`src/rtl/btn_pkg.sv`:
```
// Shared definitions for the push-button BCD entry block.
// Contents: button index constants, repeat FSM state encoding, BCD digit
// width and modulus.
package btn_pkg;

    localparam int BTN_UP   = 0;
    localparam int BTN_DN   = 1;
    localparam int BTN_MODE = 2;
    localparam int BTN_N    = 3;

    localparam int BCD_W    = 4;
    localparam int BCD_MOD  = 100;

    typedef enum logic [1:0] {
        IDLE   = 2'd0,
        DELAY  = 2'd1,
        REPEAT = 2'd2
    } rpt_state_t;

endpackage

```
`src/rtl/btn_bcd_entry_if.sv`:
```
// Button / BCD value bundle between the entry block and its user.
// Signals:
//   BTN       raw buttons, active-high: [0]=up, [1]=down, [2]=step-mode toggle
//   BCD_TENS  tens digit 0..9
//   BCD_ONES  ones digit 0..9
//   VALUE     binary value 0..99, always consistent with the digits
//   STEP10    0: step is 1, 1: step is 10
//   CHG       one-cycle pulse in the cycle a new value first appears
//   BTN_DB    debounced button levels
// Modports: master = entry block, slave = consumer / button source.
interface btn_bcd_entry_if;
    import btn_pkg::*;

    logic [BTN_N-1:0] BTN;
    logic [BCD_W-1:0] BCD_TENS;
    logic [BCD_W-1:0] BCD_ONES;
    logic [6:0]       VALUE;
    logic             STEP10;
    logic             CHG;
    logic [BTN_N-1:0] BTN_DB;

    modport master (
        input  BTN,
        output BCD_TENS, BCD_ONES, VALUE, STEP10, CHG, BTN_DB
    );

    modport slave (
        output BTN,
        input  BCD_TENS, BCD_ONES, VALUE, STEP10, CHG, BTN_DB
    );

endinterface

```
`src/rtl/btn_debounce.sv`:
```
// Single-button conditioner: 2-flop synchroniser, stability counter,
// debounced level and a registered rising-edge pulse.
// Ports:
//   INCLK     system clock
//   RST       asynchronous active-low reset
//   btn_raw   asynchronous raw button level
//   btn_db    debounced level
//   btn_rise  one-cycle pulse, high in the same cycle btn_db first reads 1
module btn_debounce #(
    parameter int DEBOUNCE_CYC = 200000
) (
    input  logic INCLK,
    input  logic RST,
    input  logic btn_raw,
    output logic btn_db,
    output logic btn_rise
);

    localparam int              CNT_W    = $clog2(DEBOUNCE_CYC + 1);
    localparam logic [CNT_W-1:0] CNT_LAST = CNT_W'(DEBOUNCE_CYC - 1);

    logic [1:0]       sync_q;
    logic [CNT_W-1:0] cnt_q;

    always_ff @(posedge INCLK or negedge RST) begin
        if (!RST) begin
            sync_q   <= 2'b00;
            cnt_q    <= '0;
            btn_db   <= 1'b0;
            btn_rise <= 1'b0;
        end else begin
            sync_q   <= {sync_q[0], btn_raw};
            btn_rise <= 1'b0;
            // Count consecutive cycles of disagreement; any agreement restarts.
            if (sync_q[1] != btn_db) begin
                if (cnt_q == CNT_LAST) begin
                    btn_db   <= sync_q[1];
                    btn_rise <= sync_q[1];
                    cnt_q    <= '0;
                end else begin
                    cnt_q <= cnt_q + CNT_W'(1);
                end
            end else begin
                cnt_q <= '0;
            end
        end
    end

endmodule

```
`src/rtl/btn_bcd_entry.sv`:
```
// Push-button entry of a two-digit BCD value 00..99.
// Buttons are synchronised and debounced; up/down each have an auto-repeat
// FSM (IDLE -> DELAY -> REPEAT); the mode button toggles the step between
// 1 and 10. Arithmetic is done directly on the BCD digits, modulo 100.
// Ports:
//   INCLK  system clock
//   RST    asynchronous active-low reset
//   bus    btn_bcd_entry_if.master (BTN in; digits, VALUE, STEP10, CHG, BTN_DB out)
module btn_bcd_entry
    import btn_pkg::*;
#(
    parameter int DEBOUNCE_CYC     = 200000,
    parameter int REPEAT_DELAY_CYC = 5000000,
    parameter int REPEAT_RATE_CYC  = 1000000
) (
    input  logic                INCLK,
    input  logic                RST,
    btn_bcd_entry_if.master     bus
);

    localparam int RPT_MAX = (REPEAT_DELAY_CYC > REPEAT_RATE_CYC) ?
                             REPEAT_DELAY_CYC : REPEAT_RATE_CYC;
    localparam int               RPT_W      = $clog2(RPT_MAX + 1);
    localparam logic [RPT_W-1:0] DELAY_LAST = RPT_W'(REPEAT_DELAY_CYC - 1);
    localparam logic [RPT_W-1:0] RATE_LAST  = RPT_W'(REPEAT_RATE_CYC - 1);

    logic [BTN_N-1:0] btn_db;
    logic [BTN_N-1:0] btn_rise;
    logic [1:0]       step;
    logic             both_held;

    logic [BCD_W-1:0] tens_q;
    logic [BCD_W-1:0] ones_q;
    logic             step10_q;
    logic             chg_q;

    function automatic logic [2*BCD_W-1:0] bcd_up(input logic [BCD_W-1:0] t,
                                                  input logic [BCD_W-1:0] o,
                                                  input logic             s10);
        logic [BCD_W-1:0] nt;
        logic [BCD_W-1:0] no;
        nt = t;
        no = o;
        if (s10 || o == 4'd9) begin
            nt = (t == 4'd9) ? 4'd0 : t + 4'd1;
            if (!s10) no = 4'd0;
        end else begin
            no = o + 4'd1;
        end
        return {nt, no};
    endfunction

    function automatic logic [2*BCD_W-1:0] bcd_dn(input logic [BCD_W-1:0] t,
                                                  input logic [BCD_W-1:0] o,
                                                  input logic             s10);
        logic [BCD_W-1:0] nt;
        logic [BCD_W-1:0] no;
        nt = t;
        no = o;
        if (s10 || o == 4'd0) begin
            nt = (t == 4'd0) ? 4'd9 : t - 4'd1;
            if (!s10) no = 4'd9;
        end else begin
            no = o - 4'd1;
        end
        return {nt, no};
    endfunction

    for (genvar i = 0; i < BTN_N; i++) begin : g_db
        btn_debounce #(
            .DEBOUNCE_CYC (DEBOUNCE_CYC)
        ) u_debounce (
            .INCLK    (INCLK),
            .RST      (RST),
            .btn_raw  (bus.BTN[i]),
            .btn_db   (btn_db[i]),
            .btn_rise (btn_rise[i])
        );
    end

    assign both_held = btn_db[BTN_UP] & btn_db[BTN_DN];

    // Index 0 is up, index 1 is down (matches BTN_UP / BTN_DN).
    for (genvar d = 0; d < 2; d++) begin : g_rpt
        rpt_state_t       state_q;
        rpt_state_t       state_d;
        logic [RPT_W-1:0] cnt_q;
        logic [RPT_W-1:0] cnt_d;
        logic             step_d;

        always_ff @(posedge INCLK or negedge RST) begin
            if (!RST) begin
                state_q <= IDLE;
                cnt_q   <= '0;
            end else begin
                state_q <= state_d;
                cnt_q   <= cnt_d;
            end
        end

        always_comb begin
            state_d = state_q;
            cnt_d   = cnt_q;
            step_d  = 1'b0;
            // Release or opposing button held drops straight to IDLE; a press
            // event is then required to start again.
            if (!btn_db[d] || both_held) begin
                state_d = IDLE;
                cnt_d   = '0;
            end else begin
                case (state_q)
                    IDLE: begin
                        if (btn_rise[d]) begin
                            state_d = DELAY;
                            cnt_d   = '0;
                            step_d  = 1'b1;
                        end
                    end
                    DELAY: begin
                        if (cnt_q == DELAY_LAST) begin
                            state_d = REPEAT;
                            cnt_d   = '0;
                            step_d  = 1'b1;
                        end else begin
                            cnt_d = cnt_q + RPT_W'(1);
                        end
                    end
                    REPEAT: begin
                        if (cnt_q == RATE_LAST) begin
                            cnt_d  = '0;
                            step_d = 1'b1;
                        end else begin
                            cnt_d = cnt_q + RPT_W'(1);
                        end
                    end
                    default: begin
                        state_d = IDLE;
                        cnt_d   = '0;
                    end
                endcase
            end
        end

        assign step[d] = step_d;
    end

    // Step and mode toggle can share a cycle; the step sees the old STEP10.
    always_ff @(posedge INCLK or negedge RST) begin
        if (!RST) begin
            tens_q   <= '0;
            ones_q   <= '0;
            step10_q <= 1'b0;
            chg_q    <= 1'b0;
        end else begin
            if (step[BTN_UP]) begin
                {tens_q, ones_q} <= bcd_up(tens_q, ones_q, step10_q);
            end else if (step[BTN_DN]) begin
                {tens_q, ones_q} <= bcd_dn(tens_q, ones_q, step10_q);
            end
            chg_q <= |step;
            if (btn_rise[BTN_MODE]) begin
                step10_q <= ~step10_q;
            end
        end
    end

    assign bus.BCD_TENS = tens_q;
    assign bus.BCD_ONES = ones_q;
    assign bus.VALUE    = 7'(tens_q) * 7'd10 + 7'(ones_q);
    assign bus.STEP10   = step10_q;
    assign bus.CHG      = chg_q;
    assign bus.BTN_DB   = btn_db;

endmodule

```
`src/flat_wrapper.sv`:
```
// flat-port wrapper written by rule: the top's interface ports become plain ports
module btn_bcd_entry_flat import btn_pkg::*;
#(
    parameter int DEBOUNCE_CYC     = 200000,
    parameter int REPEAT_DELAY_CYC = 5000000,
    parameter int REPEAT_RATE_CYC  = 1000000
)
  (INCLK, RST, bus_BTN, bus_BCD_TENS, bus_BCD_ONES, bus_VALUE, bus_STEP10, bus_CHG, bus_BTN_DB);
  btn_bcd_entry_if bus_i ();
  input  logic INCLK;
  input  logic RST;
  input wire logic [$bits(bus_i.BTN)-1:0] bus_BTN;
  output wire logic [$bits(bus_i.BCD_TENS)-1:0] bus_BCD_TENS;
  output wire logic [$bits(bus_i.BCD_ONES)-1:0] bus_BCD_ONES;
  output wire logic [$bits(bus_i.VALUE)-1:0] bus_VALUE;
  output wire logic [$bits(bus_i.STEP10)-1:0] bus_STEP10;
  output wire logic [$bits(bus_i.CHG)-1:0] bus_CHG;
  output wire logic [$bits(bus_i.BTN_DB)-1:0] bus_BTN_DB;
  assign bus_i.BTN = bus_BTN;
  assign bus_BCD_TENS = bus_i.BCD_TENS;
  assign bus_BCD_ONES = bus_i.BCD_ONES;
  assign bus_VALUE = bus_i.VALUE;
  assign bus_STEP10 = bus_i.STEP10;
  assign bus_CHG = bus_i.CHG;
  assign bus_BTN_DB = bus_i.BTN_DB;
  btn_bcd_entry #(.DEBOUNCE_CYC(DEBOUNCE_CYC), .REPEAT_DELAY_CYC(REPEAT_DELAY_CYC), .REPEAT_RATE_CYC(REPEAT_RATE_CYC)) u_core (.INCLK(INCLK), .RST(RST), .bus(bus_i));
endmodule
```
`config.mk`:
```
export PLATFORM = sky130hd
export DESIGN_NAME = btn_bcd_entry_flat
export DESIGN_NICKNAME = d
export VERILOG_FILES = /design/src/rtl/btn_pkg.sv /design/src/rtl/btn_bcd_entry_if.sv /design/src/rtl/btn_debounce.sv /design/src/rtl/btn_bcd_entry.sv /design/src/flat_wrapper.sv
export SDC_FILE = /design/constraint.sdc
export NUM_CORES = 1
export LEC_CHECK = 0
export ABC_AREA = 1
export CORE_MARGIN = 3
export CORE_UTILIZATION = 40
export CTS_BUF_LIST = sky130_fd_sc_hd__clkbuf_4 sky130_fd_sc_hd__clkbuf_8
export DETAILED_ROUTE_END_ITERATION = 7
export PLACE_DENSITY_LB_ADDON = 0.1
export SYNTH_ARGS = -nofsm -noshare
export SYNTH_HDL_FRONTEND = slang
export SYNTH_SLANG_ARGS = --single-unit
export TNS_END_PERCENT = 50
```
`constraint.sdc`:
```
create_clock -name INCLK -period 6.1 [get_ports INCLK]
set_input_delay 1.22 -clock INCLK [delete_from_list [all_inputs] [get_ports INCLK]]
set_output_delay 1.22 -clock INCLK [all_outputs]
set_load 0.005 [all_outputs]
```
# Word level (Yosys, flattened, before mapping)
# Cells that the tools add are included.
# totals
register_bits,126
latchBits,0
mem_bits_rw,0
mem_bits_ro,0
n_memories,0
# op_classes
add_sub_neg,10
n_mul,1
div_mod_pow,0
magnitude_cmp,0
eq_ne,25
shift,0
n_mux,52
bitwise,2
n_reduce_logical,20
# ops
cell,count
2-to-1 mux 23 bit,8
one-hot mux 23 bit (3 select lines),2
2-to-1 mux 18 bit,6
adder 18 x 1 -> 18 bit (second input constant),3
== test 18 bit (second input constant),3
2-to-1 mux 4 bit,12
adder 23 x 1 -> 23 bit (second input constant),2
== test 23 x 20 -> 1 bit (second input constant),2
== test 23 bit (second input constant),2
2-to-1 mux 1 bit,14
2-to-1 mux 2 bit,6
one-hot mux 2 bit (3 select lines),2
AND reduction 3 bit,4
adder 4 x 1 -> 4 bit (second input constant),2
== test 4 bit (second input constant),2
logical NOT 4 bit,2
subtractor 4 x 1 -> 4 bit (second input constant),2
adder 7 x 4 -> 7 bit,1
multiplier 4 x 3 -> 6 bit (second input constant),1
inequality test 3 x 1 -> 1 bit (second input constant),2
inequality test 3 x 2 -> 1 bit (second input constant),2
inequality test 3 bit (second input constant),2
one-hot mux 1 bit (3 select lines),2
AND reduction 2 bit,3
other kinds (12),23

# Depth between registers and ports, before layout
# logic_depth
ltp_word,6
depth_mapped,12
depth_no_buf,11

# Hierarchy
# Synthesis repeated with hierarchy kept, for this count alone.
# hier_totals
hier_cells,1004
area_unflattened_um2,7925.1
# modules_own_cells
module,n_inst,cells_per_inst,area_per_inst_um2,seq_area_each_um2
btn_bcd_entry,1,596,4366.7,1501.4
btn_debounce,3,136,1186.1,550.5

# Least setup slack after synthesis
# Ideal clock, no wire load.
# synth_timing
kind,flip-flop to output port
startpoint,"reg u_core.tens_q[1], in the netlist u_core.bus.BCD_TENS[1]"
endpoint,out bus_VALUE[6]
arrival_ps,1701
path_slack_ps,3179
path_stages_with_launch,6
path_cell_list,dfrtp_1 ha_1 ha_1 fa_1 nand3_1 xor2_1
# synth_between
elab_chain_cells,2
# synth_lines
element,line,source
from (decl),btn_bcd_entry.sv:32,logic [BCD_W-1:0] tens_q;
from (signal assigned),btn_bcd_entry.sv:156,"{tens_q, ones_q} <= bcd_up(tens_q, ones_q, step10_q);"
from (signal assigned),btn_bcd_entry.sv:158,"{tens_q, ones_q} <= bcd_dn(tens_q, ones_q, step10_q);"
multiplier 4 x 3 -> 6 bit,btn_bcd_entry.sv:169,assign bus.VALUE = 7'(tens_q) * 7'd10 + 7'(ones_q);
adder 7 x 4 -> 7 bit,btn_bcd_entry.sv:169,
to (decl),flat_wrapper.sv:15,output wire logic [$bits(bus_i.VALUE)-1:0] bus_VALUE;
# Every way passes these cells.

# Final worst setup path
# Same ends and word-level chain as after synthesis.

==> results.md <==
- Status: finished clean
- Fillers: 1,811
- Layout cell share with drive strength beyond 1: ~8%
- CP endpoint kind: output pin
- Largest net degree at the start of global routing: 76
- Critical path fanouts, max: 8
- CTS Buf Count: 17
- Seq/Total Area, Yosys: between 40% and 50%
- GRT Total Usage: between 10% and 20%
- Synth top area share: a little over two fifths
- Layout net count: 1,033
- Synth top area cells: dfrtp_1 42%, nand2_1 11%, nor2_1 6.2%
- Post-CTS sizing: 0
- PortBufs: 24
- Hold slack: 0.350 ns
- Total gr overflow: 0
- Worst-path clk slew: about 0.07 ns
- Setup TNS: 0 ns
- RSZ-0062 raised after global routing: false
- Synth Warn #: 0
- Row count: 49
- Post-synth top cells: 214 x nand2_1, 126 x dfrtp_1, 125 x nor2_1
- Drt wl/cell: around 13 um
- Post CTS Setup Buffer Count: 0
- Ys flop type: dfrtp_1
- Die width: about 140 um
- Antenna Violating Nets Remaining: 0
- Pwr dens: just under 200 nW/um^2
- Detailed Place HPWL: approximately 12,000 um
- Max-cap violations: 0
- Count of clock tree sinks: between 100 and 150
- H-tree levels: 4
- Die H: approximately 140 um
- Worst-margin pin slew: 0.769 ns
- Mapped Cells: approximately 980
- Die Area: ~21,000 um^2
- GPL Wtd Cong: 0.805
- Vias in the first global route: 5,863
- Clk_lat worst skew: between 0.4 and 0.5 ns
- DR vias: just over 6,000
- Tmin final: about 3.9 ns
- CTS max path bufs: 2
- FF/Latch Area: ~3200 um^2
- CTS tree: built
- Startpoint Class: flop
- Critical Path AT: about 2.7 ns
- Initial core utilization: between 40% and 50%
- Hold_buf cts: 0
- LEAKAGE: ~0.0036 uW
- Area grow syn2layout: 11.0%
- Avg Vias per Cell: between 5 and 6
- Final Max Tran Viols: 0
- Min-Delay Path Class: reg -> reg
- First-pass GRT wire length: around 28,000 um
- Root buffer cell: clkbuf_8
- Worst Skew: between 0.01 and 0.015 ns
- Area of the core: roughly 18,000 um^2
- Io pins: 25
- Area of the multi-input gates: 3870 um^2
- Cell taking the most area after synthesis: dfrtp_1
- Max-slew headroom: around half
- Synth Cell Area: between 7000 and 8000 um^2
- Ant diodes: 0
- Fraction of registers with async set/reset: 100%
- Final worst-path cycle share: between 60% and 70%
- FF+latch count, synth: ~130
- Drt pass-1 iters: 5
- Drt first-iter violations: between 300 and 400
- Antenna violations before repair: 0
- Worst path required time: 4.88 ns
- EDFF count, synth: 0
- Post-Route WL: roughly 16,000 um
- Worst vdd ir: 0.000120 V
- Max Freq: ~250 MHz
- Cell with the most instances after synthesis: nand2_1
- Yosys cell types: 46
- DR DRC count: 0
- Fin. Hold Viols: 0
- Critical setup path kind: reg -> out
- Syn Nets: a little over 1,000
- Avg Cell Area, Syn: 7.77 um^2
- Final setup violation count: 0
==> routing by layer <==
metal	track usage, %	wire (um)	up-vias
met5	0	0	-
met4	4.76	162	0
met3	3.06	540	14
met2	24.6	6920	87
met1	24.7	8440	2872
li1	-	-	3258
==> path summary, 6_finish.rpt <==
kind / start / to / slack [ns] / cells past startpoint
setup / recovery: u_core.bus.BCD_TENS[1] / bus_VALUE[6] / 2.16 / 6
hold / removal: u_core.g_db[1].u_debounce.sync_q[0] / u_core.g_db[1].u_debounce.sync_q[1] / 0.35 / 0
setup reg to reg: u_core.g_db[0].u_debounce.btn_db / u_core.g_rpt[0].cnt_q[22] / 3.61 / 9
hold reg to reg: u_core.g_db[1].u_debounce.sync_q[0] / u_core.g_db[1].u_debounce.sync_q[1] / 0.35 / 0
max in group asynchronous: RST / u_core.g_rpt[0].cnt_q[6] / 4.13 / 2
min in group asynchronous: RST / u_core.g_rpt[1].cnt_q[18] / 0.81 / 1
==> per-stage QoR <==
| stage | setup WS (ns) | instance area [um^2] | power, uW | std cells | util (%) |
|---|---|---|---|---|---|
| CTS | 2.11 | 8410 | 1650 | 1244 | 46.0 |
| global route | 2.05 | 8410 | 1700 | 1244 | 46.0 |
| floorplan | 3.18 | 7580 | 879 | 975 | - |
| finish | 2.16 | 8410 | 1620 | 1244 | 46.0 |
| detailed placement | 2.61 | 8010 | 905 | 1212 | 43.8 |
| global placement | 2.63 | 8010 | 905 | 1212 | 43.8 |
==> final cells by class <==
cell class | instances | area share (%)
multi-input cells | 712 | 46.0
clock inverters | 13 | 1.67
flip-flops and latches | 126 | 37.5
repair buffers | 25 | 2.96
clock buffers | 19 | 3.11
inverters | 120 | 5.36
well taps | 229 | 3.41
==> critical path, cell delays in order, from the launching register on <==
cell and delay (ns):
dfrtp_1 0.48, ha_1 0.34, ha_1 0.21, fa_1 0.52
nand3_1 0.10, xor2_1 0.13, clkdlybuf4s50_1 0.51
==> where the power goes <==
group	switching, uW	leakage [uW]	internal, uW
Combinational	29.4	0.00166	8.88
Clock	349	0.000194	385
Sequential	6.30	0.00174	842
Total	385	0.00360	1240
==> sequential cells by signal, summed over array words and instances, names as in the netlist <==
register,flops
u_core.bus.CHG,1
u_core.g_rpt.cnt_q,46
u_core.g_db.u_debounce.btn_rise,3
u_core.g_db.u_debounce.btn_db,3
u_core.bus.BCD_ONES,4
u_core.bus.STEP10,1
u_core.g_rpt.state_q,4
u_core.g_db.u_debounce.cnt_q,54
u_core.g_db.u_debounce.sync_q,6
u_core.bus.BCD_TENS,4
==> kinds of logic (layout without fill, tap and decap cells) <==
family,count (synthesis),in the layout,share of synthesized area (%)
AOI/OAI and AO/OA,82,82,5.93
xor gates and xnor gates,52,52,6.01
adders and majority gates,26,26,4.49
buffers and inverters,137,177,7.35
DFF,126,126,41.6
and+or+nand+nor,552,552,34.6
==> layout by cell type (no fill, tap or decap), types with 3 or more instances in the layout <==
cell type        count
a211oi_1             5
a21oi_1             19
a31oi_1              3
clkbuf_8            19
clkdlybuf4s50_1     23
clkinv_2             3
clkinv_4             3
clkinvlp_4           4
dfrtp_1            126
ha_1                24
inv_1              109
inv_2               10
nand2_1            214
nand2_2              4
nand3_1             77
nand3_2              5
nand3b_1             3
nand4_1             28
nor2_1             125
nor2_2               4
nor2_4               5
nor3_1              46
nor3_2               4
nor3b_1              7
nor4_1              15
o21ai_0             27
o21ai_1             15
o22ai_1              9
xnor2_1             13
xor2_1              39
(Power assumes the default switching activity.)
